### config.mk
export PLATFORM = sky130hd
export DESIGN_NAME = instr_fetch_unit
export DESIGN_NICKNAME = d
export VERILOG_FILES = /design/src/rtl/instr_fetch_unit.sv
export SDC_FILE = /design/constraint.sdc
export NUM_CORES = 1
export LEC_CHECK = 0
export ABC_AREA = 1
export BUFFER_PORTS_ARGS = -buffer_cell sky130_fd_sc_hd__clkbuf_2
export CORE_MARGIN = 5
export CORE_UTILIZATION = 40
export CTS_CLUSTER_DIAMETER = 30
export DETAILED_ROUTE_END_ITERATION = 6
export PLACE_DENSITY_LB_ADDON = 0.25
export SYNTH_ARGS = -nofsm -noshare
export SYNTH_HDL_FRONTEND = slang
export SYNTH_SLANG_ARGS = --single-unit
### constraint.sdc
create_clock -name clk -period 7.16 [get_ports clk]
set_input_delay 1.432 -clock clk [delete_from_list [all_inputs] [get_ports clk]]
set_output_delay 1.432 -clock clk [all_outputs]
set_load 0.02 [all_outputs]
### src/rtl/instr_fetch_unit.sv
// Fetch stage: owns the PC, addresses the combinational instruction memory and
// buffers fetched words for decode. Optional macro FETCH_PERF_EN adds fetch/flush counters.
module instr_fetch_unit #(
  parameter logic [31:0] RESET_PC   = 32'h0000_0000,
  parameter int          FIFO_DEPTH = 2
) (
  input  logic        clk,
  input  logic        reset,
  output logic [31:0] imem_addr,
  input  logic [31:0] imem_data,
  input  logic        redirect_valid,
  input  logic [31:0] redirect_pc,
  input  logic        halt,
  output logic        ir_valid,
  input  logic        ir_ready,
  output logic [31:0] ir,
  output logic [31:0] ir_pc,
  output logic [31:0] pc
`ifdef FETCH_PERF_EN
  ,
  output logic [31:0] fetch_count,
  output logic [15:0] flush_count
`endif
);

  localparam int CW = $clog2(FIFO_DEPTH) + 1;

  typedef enum logic [1:0] {
    HOLD   = 2'd0,
    RUN    = 2'd1,
    HALTED = 2'd2
  } state_t;

  state_t        state_r, state_nxt_s;
  logic [31:0]   pc_r, pc_nxt_s;
  logic [CW-1:0] count_r, count_nxt_s, count_pop_s;
  logic          ir_valid_r;
  logic          pop_s, fetch_s, flush_s;
  logic [31:0]   buf_ins_r [FIFO_DEPTH];
  logic [31:0]   buf_pc_r  [FIFO_DEPTH];
  logic [31:0]   shf_ins_s [FIFO_DEPTH];
  logic [31:0]   shf_pc_s  [FIFO_DEPTH];
  logic [31:0]   nxt_ins_s [FIFO_DEPTH];
  logic [31:0]   nxt_pc_s  [FIFO_DEPTH];
  logic          unused_ok_s;

  assign unused_ok_s = ^redirect_pc[1:0];

  // Entry 0 is always the head, so ir/ir_pc come straight from registers.
  assign imem_addr = {2'b00, pc_r[31:2]};
  assign pc        = pc_r;
  assign ir_valid  = ir_valid_r;
  assign ir        = buf_ins_r[0];
  assign ir_pc     = buf_pc_r[0];

  assign pop_s   = ir_valid_r & ir_ready;
  assign flush_s = redirect_valid & (state_r != HOLD);
  assign fetch_s = (state_r == RUN) & ~halt & ~redirect_valid &
                   ((count_r < CW'(FIFO_DEPTH)) | pop_s);

  // Next-state and PC selection; redirect outranks sequential fetch.
  always_comb begin
    state_nxt_s = state_r;
    pc_nxt_s    = pc_r;
    case (state_r)
      HOLD:    state_nxt_s = RUN;
      RUN:     state_nxt_s = (halt & ~redirect_valid) ? HALTED : RUN;
      HALTED:  state_nxt_s = (~halt | redirect_valid) ? RUN : HALTED;
      default: state_nxt_s = HOLD;
    endcase
    if (redirect_valid) begin
      pc_nxt_s = {redirect_pc[31:2], 2'b00};
    end else if (fetch_s) begin
      pc_nxt_s = pc_r + 32'd4;
    end else begin
      pc_nxt_s = pc_r;
    end
  end

  // Buffer update: shift on pop, then write the new word behind the survivors.
  always_comb begin
    count_pop_s = count_r - {{(CW-1){1'b0}}, pop_s};
    count_nxt_s = count_r;
    for (int i = 0; i < FIFO_DEPTH; i++) begin
      if (pop_s && (i < FIFO_DEPTH - 1)) begin
        shf_ins_s[i] = buf_ins_r[i+1];
        shf_pc_s[i]  = buf_pc_r[i+1];
      end else if (pop_s) begin
        shf_ins_s[i] = 32'h0000_0000;
        shf_pc_s[i]  = 32'h0000_0000;
      end else begin
        shf_ins_s[i] = buf_ins_r[i];
        shf_pc_s[i]  = buf_pc_r[i];
      end
      nxt_ins_s[i] = (fetch_s && (CW'(i) == count_pop_s)) ? imem_data : shf_ins_s[i];
      nxt_pc_s[i]  = (fetch_s && (CW'(i) == count_pop_s)) ? pc_r      : shf_pc_s[i];
      if (flush_s) begin
        nxt_ins_s[i] = 32'h0000_0000;
        nxt_pc_s[i]  = 32'h0000_0000;
      end else begin
        nxt_ins_s[i] = nxt_ins_s[i];
        nxt_pc_s[i]  = nxt_pc_s[i];
      end
    end
    if (flush_s) begin
      count_nxt_s = {CW{1'b0}};
    end else if (fetch_s) begin
      count_nxt_s = count_pop_s + {{(CW-1){1'b0}}, 1'b1};
    end else begin
      count_nxt_s = count_pop_s;
    end
  end

  // State, PC and buffer registers.
  always_ff @(posedge clk or posedge reset) begin
    if (reset) begin
      state_r    <= HOLD;
      pc_r       <= RESET_PC;
      count_r    <= {CW{1'b0}};
      ir_valid_r <= 1'b0;
      for (int i = 0; i < FIFO_DEPTH; i++) begin
        buf_ins_r[i] <= 32'h0000_0000;
        buf_pc_r[i]  <= 32'h0000_0000;
      end
    end else begin
      state_r    <= state_nxt_s;
      pc_r       <= pc_nxt_s;
      count_r    <= count_nxt_s;
      ir_valid_r <= (count_nxt_s != {CW{1'b0}});
      for (int i = 0; i < FIFO_DEPTH; i++) begin
        buf_ins_r[i] <= nxt_ins_s[i];
        buf_pc_r[i]  <= nxt_pc_s[i];
      end
    end
  end

`ifdef FETCH_PERF_EN
  logic [31:0] fetch_count_r;
  logic [15:0] flush_count_r;
  assign fetch_count = fetch_count_r;
  assign flush_count = flush_count_r;

  // Free-running wrap-around event counters.
  always_ff @(posedge clk or posedge reset) begin
    if (reset) begin
      fetch_count_r <= 32'd0;
      flush_count_r <= 16'd0;
    end else begin
      fetch_count_r <= fetch_count_r + {31'd0, fetch_s};
      flush_count_r <= flush_count_r + {15'd0, flush_s};
    end
  end
`endif

endmodule

# [After elaboration in Yosys (flattened, before gate mapping)]
# Cells that the tools add are included.
[totals] elab_cells=52 ff_bits=165 inputBits=69 out_inout_bits=129
[op_classes] muxes=18 reduce_logical=9 addsub=3 eq_ne=3 order_cmp=1 bitwise=10
[op_table] op="$mux 32" count=13
[op_table] op="$add 32x3->32 const B" count=1
[op_table] op="$mux 2" count=4
[op_table] op="$and 1x1->1" count=6
[op_table] op="$pmux 2 s3" count=1
[op_table] op="$reduce_bool 2->1" count=3
[op_table] op="$reduce_bool 3->1" count=2
[op_table] op="$logic_not 2->1" count=2
[op_table] op="$add 2x1->2 const B" count=1
[op_table] op="$eq 1x2->1 const A" count=1
[op_table] op="$eq 2x1->1 const B" count=1
[op_table] op="$eq 2x2->1 const B" count=1
[op_table] op="$logic_and 1x1->1" count=2
[op_table] op="$lt 2x2->1 const B" count=1
[op_table] op="$not 1->1" count=2
[op_table] op="$or 1x1->1" count=2
[op_table] op="$sub 2x1->2" count=1

# [Depth between registers and ports, before layout]
[depth] word_depth=7 mapped_depth=12 mapped_depth_nobuf=11

# [Least setup slack after synthesis]
# No wires, ideal clock.
[synth_timing] path_kind="in2reg" from="input ir_ready" to="register buf_ins_r, in the netlist ir[12]" required_ns=7.043 n_path_buf=2 setup_time_ns=0.117 t_arrival_ns=2.810 path_stages=12 slack_ns=4.233 cell_sequence="nand2_1 > inv_1 > ha_1 > xnor2_1 > ha_1 > nand3_4 > buf_2 > buf_2 > nand2_1 > o21ai_1 > nand2_1 > nand2_1"
[synth_between] elab_chain_len=6
[synth_rtl] item="from (decl)" line="15" source="input logic ir_ready,"
[synth_rtl] item="$and 1x1->1 *" line="56" source="assign pop_s = ir_valid_r & ir_ready;"
[synth_rtl] item="$sub 2x1->2 / $or 1x1->1 (equally long branches)" line="82, 59"
[synth_rtl] item="$logic_not 2->1 / $and 1x1->1 (equally long branches)" line="95, 58"
[synth_rtl] item="$logic_and 1x1->1" line="95" source="nxt_ins_s[i] = (fetch_s && (CW'(i) == count_pop_s)) ? imem_data : shf_ins_s[i];"
[synth_rtl] item="$mux 32" line="95"
[synth_rtl] item="$mux 32" line="97" source="if (flush_s) begin"
[synth_rtl] item="to (signal, indexed assignment)" line="131" source="buf_ins_r[i] <= nxt_ins_s[i];"
[synth_rtl] item="to (decl)" line="39" source="logic [31:0] buf_ins_r [FIFO_DEPTH];"
# Every way passes the cells marked *; elsewhere a longest branch is shown, timed or not.
# A chain may end at the register's enable or synchronous reset.

# [Worst setup path after layout]
[layout_timing] from="input redirect_valid" to="register buf_pc_r, in the netlist ir_pc[27]"
[layout_between] elab_chain_len=6
[layout_rtl] item="from (decl)" line="11" source="input logic redirect_valid,"
[layout_rtl] item="$not 1->1" line="58" source="assign fetch_s = (state_r == RUN) & ~halt & ~redirect_valid &"
[layout_rtl] item="$and 1x1->1 (2 in a row)" line="58"
[layout_rtl] item="$logic_and 1x1->1" line="96" source="nxt_pc_s[i] = (fetch_s && (CW'(i) == count_pop_s)) ? pc_r : shf_pc_s[i];"
[layout_rtl] item="$mux 32" line="96"
[layout_rtl] item="$mux 32" line="97"
[layout_rtl] item="to (signal, indexed assignment)" line="132" source="buf_pc_r[i] <= nxt_pc_s[i];"
[layout_rtl] item="to (decl)" line="40" source="logic [31:0] buf_pc_r [FIFO_DEPTH];"
# Parallel ways exist; a longest one is shown, timed or not.

==> tab_implementation.tex <==
\begin{tabular}{lr}
\hline
Metric & Value \\
\hline
\multicolumn{2}{l}{\textbf{Logic synthesis}} \\
\quad Seq/Total Area, Yosys & 0.456 \\
\quad Syn Area/Cell & 7.29 um\^{}2 \\
\quad Netlist area before placement & 0.00884 mm\^{}2 \\
\quad Register bit total from synthesis & 161 \\
\quad Warnings from Yosys & 0 \\
\quad Cells after Synth & 1213 \\
\quad Number of unique standard cell types used by synthesis & 22 \\
\multicolumn{2}{l}{\textbf{Cells and area}} \\
\quad Footprint of the multi-input gates & 0.00325 mm\^{}2 \\
\quad Count of placed standard cells in the final layout, fillers left out & 1570 \\
\quad Fraction of final layout cells sized beyond drive strength 1 & 0.183 \\
\quad Synth-to-Final Area Change & 11.1\% \\
\quad Final \#Nets & 1351 \\
\quad Ant diodes & 0 \\
\quad Filler cell count in the final layout & 2276 \\
\quad Total area of sequential cells & 0.00403 mm\^{}2 \\
\multicolumn{2}{l}{\textbf{Global route}} \\
\quad GR Overflow Total & 0 \\
\quad Via count of the first global-routing pass & 7139 \\
\quad Largest net degree at the start of global routing & 98 \\
\quad Overall fraction of global-route tracks in use & 0.185 \\
\quad Initial antenna violation count & 0 \\
\quad First-pass GRT wire length & 37000 um \\
\multicolumn{2}{l}{\textbf{Floorplanning}} \\
\quad Die Ht & 159 um \\
\quad Top Ports & 198 \\
\quad Starting density of the core & 0.405 \\
\quad Total number of placement rows & 54 \\
\quad Die Width & 159 um \\
\quad Area enclosed by the die boundary & 0.0252 mm\^{}2 \\
\quad Placeable core region & 0.0218 mm\^{}2 \\
\multicolumn{2}{l}{\textbf{Critical path}} \\
\quad Standard cell with the maximum stage delay on the critical path & inv\_2 \\
\quad Delay of the slowest critical-path stage & 0.81 ns \\
\quad Worst-case reg-to-reg path depth & 11 \\
\quad Series of cell instances along the critical path & clkbuf\_2, inv\_2, nand2\_1, nor2\_2, nand3\_4, nand2\_1, nand2\_1, inv\_2, nand2\_1, nand2\_1 \\
\quad Biggest fanout along the worst timing path & 97 \\
\quad Arrival time of data at the critical path endpoint & 4.76 ns \\
\quad Most used cell, CP & nand2\_1 \\
\quad Required time worst endpoint & 7.51 ns \\
\quad Setup CP Type & in -> reg \\
\quad Crit end category & flip-flop \\
\quad Crit start category & input port \\
\multicolumn{2}{l}{\textbf{Timing}} \\
\quad Final hold violation count & 0 \\
\quad Relative slew slack & 0.214 \\
\quad Transition time at the pin with the least slew margin & 1.18 ns \\
\quad RSZ-0062 raised after global routing & no \\
\quad Final critical-path required period & 4.41 ns \\
\quad Max Freq & 227 MHz \\
\quad Number of max-slew violations in the final report & 0 \\
\quad Setup clock skew after layout & 0.0121 ns \\
\quad Final period utilization & 0.616 \\
\quad Number of setup violations in the final report & 0 \\
\quad Setup Total Neg Slack & 0 ns \\
\multicolumn{2}{l}{\textbf{CTS}} \\
\quad Clock transition at the register clock pins on the worst setup and hold paths after CTS & 0.06 ns \\
\quad Number of gates resized after cts & 0 \\
\quad Number of clock buffers inserted by TritonCTS & 17 \\
\quad Total number of H-tree levels & 4 \\
\quad Master cell of the clock root buffer & clkbuf\_16 \\
\quad TritonCTS clock tree & yes \\
\quad Number of buffers added for setup after CTS & 0 \\
\quad Clk sinks & 161 \\
\quad Total of hold buffers inserted after clock tree synthesis & 0 \\
\quad Skew-Pair Late Insertion Delay & 0.42 ns \\
\quad Clock tree buffer depth & 2 \\
\multicolumn{2}{l}{\textbf{Place}} \\
\quad Total half-perimeter wirelength after legalization and detailed placement & 15200 um \\
\quad Number of instances in the placed design & 1539 \\
\quad Port Buf Inserts & 191 \\
\quad Final estimated routing congestion in global placement & 0.831 \\
\multicolumn{2}{l}{\textbf{Worst hold path}} \\
\quad Classification of the worst-slack hold path & reg -> reg \\
\quad Hold Path Depth & 2 \\
\multicolumn{2}{l}{\textbf{Power and ir drop}} \\
\quad IR Drop Worst-Case VDD & 151 uV \\
\quad Power Density & 296 mW/mm\^{}2 \\
\quad Static Leakage & 5.15 nW \\
\multicolumn{2}{l}{\textbf{Route}} \\
\quad Drt drc & 0 \\
\quad DRT antenna net count & 0 \\
\quad Detailed-router iteration count before antenna repair & 5 \\
\quad Vias per cell & 4.72 \\
\quad Initial drt markers & 484 \\
\quad Routed length per instance & 14.6 um \\
\quad Post-Route WL & 22900 um \\
\quad Vias after detailed routing & 7405 \\
\multicolumn{2}{l}{\textbf{Outcome}} \\
\quad Result of the run & finished clean \\
\multicolumn{2}{l}{\textbf{Run}} \\
\quad Number of maximum-capacitance constraint violations & 0 \\
\hline
\end{tabular}
path summary, 6_finish.rpt:
| path | to | startpoint | slack, ns |
|---|---|---|---|
| min in group asynchronous | ir[29] | reset | 1.21 |
| setup reg to reg | ir_pc[27] | ir_valid | 3.58 |
| setup / recovery | ir_pc[27] | redirect_valid | 2.75 |
| hold / removal | buf_pc_r[1] | buf_pc_r[1] | 0.49 |
| hold reg to reg | buf_pc_r[1] | buf_pc_r[1] | 0.49 |
| max in group asynchronous | ir_pc[28] | reset | 4.55 |
critical path, delay by kind of cell:
kind,cells,cell delay [ns]
buf+inv,3,1.56
simple gates,7,1.66
cells in the mapped netlist:
cell	number	share of area
xnor2_1	1	0.00099
buf_4	99	0.084
buf_2	31	0.018
nor3_1	3	0.0017
o22ai_1	1	0.00071
conb_1	1	0.00042
o21ai_1	64	0.036
nand3_4	1	0.0020
clkbuf_1	23	0.0098
dfrtp_1	161	0.46
inv_1	161	0.068
or2_2	1	0.00071
ha_1	4	0.0057
inv_2	2	0.00085
nor2_1	47	0.020
o21ai_2	1	0.00099
nand3_1	125	0.071
o211ai_1	8	0.0068
nand2_2	1	0.00071
nand2_1	389	0.17
o21ai_0	84	0.048
nor2_2	5	0.0035
layout make-up:
class                   count  share of cell area
clock buffers              21              0.0459
flip-flops and latches    161               0.410
clock inverters            10              0.0138
multi-input cells         739               0.330
repair buffers            196               0.101
inverters                 163              0.0628
well taps                 280              0.0357
sequential cells by signal, indices dropped and copies added (netlist names):
name,count
buf_ins_r,32
buf_pc_r,31
count_r,2
ir,32
ir_pc,31
ir_valid,1
pc,30
state_r,2
placed cells by master (no fill, tap or decap), drive strengths merged:
cell	count
ha	4
bufinv	3
inv	164
nor2	52
clkinvlp	1
clkbuf	212
clkinv	5
conb	4
o22ai	1
nand2	390
o21ai	149
nor3	3
or2	1
dfrtp	161
buf	5
nand3	126
xnor2	1
o211ai	8
per-layer routing:
layer,share of wire,up-vias,global-route usage
met2,0.47,163,0.308
met1,0.47,3437,0.252
met4,0.0098,0,0.0398
met5,0,-,0
li1,-,3789,-
met3,0.054,16,0.0351
metrics by stage:
step / power, mW / instance area [um^2] / worst slack (ns) / hold WS (ns) / util
after CTS: 2.94 / 9820 / 2.66 / 0.496 / 0.450
final: 2.90 / 9820 / 2.75 / 0.491 / 0.450
after floorplan: 1.84 / 8850 / 1.38 / 0.473 / -
after global placement: 1.99 / 9240 / 2.31 / 0.483 / 0.423
after detailed placement: 2.01 / 9240 / 2.24 / 0.486 / 0.423
after global routing: 3.09 / 9820 / 2.31 / 0.528 / 0.450
where the power goes:
group / switching (mW) / leakage [nW] / internal (mW) / total, mW
Combinational: 0.583 / 2.69 / 0.231 / 0.814
Clock: 0.370 / 0.287 / 0.556 / 0.926
Sequential: 0.119 / 2.17 / 1.05 / 1.16
cell families after synthesis:
kind of cell	after synthesis	synth area share
buffers and inverters	316	0.181
and+or+nand+nor	572	0.264
other	1	0.000424
AOI/OAI and AO/OA	158	0.0923
adders and majority gates	4	0.00566
DFF	161	0.456
xor gates and xnor gates	1	0.000991
Note: power is estimated with default switching activity, not from simulation.
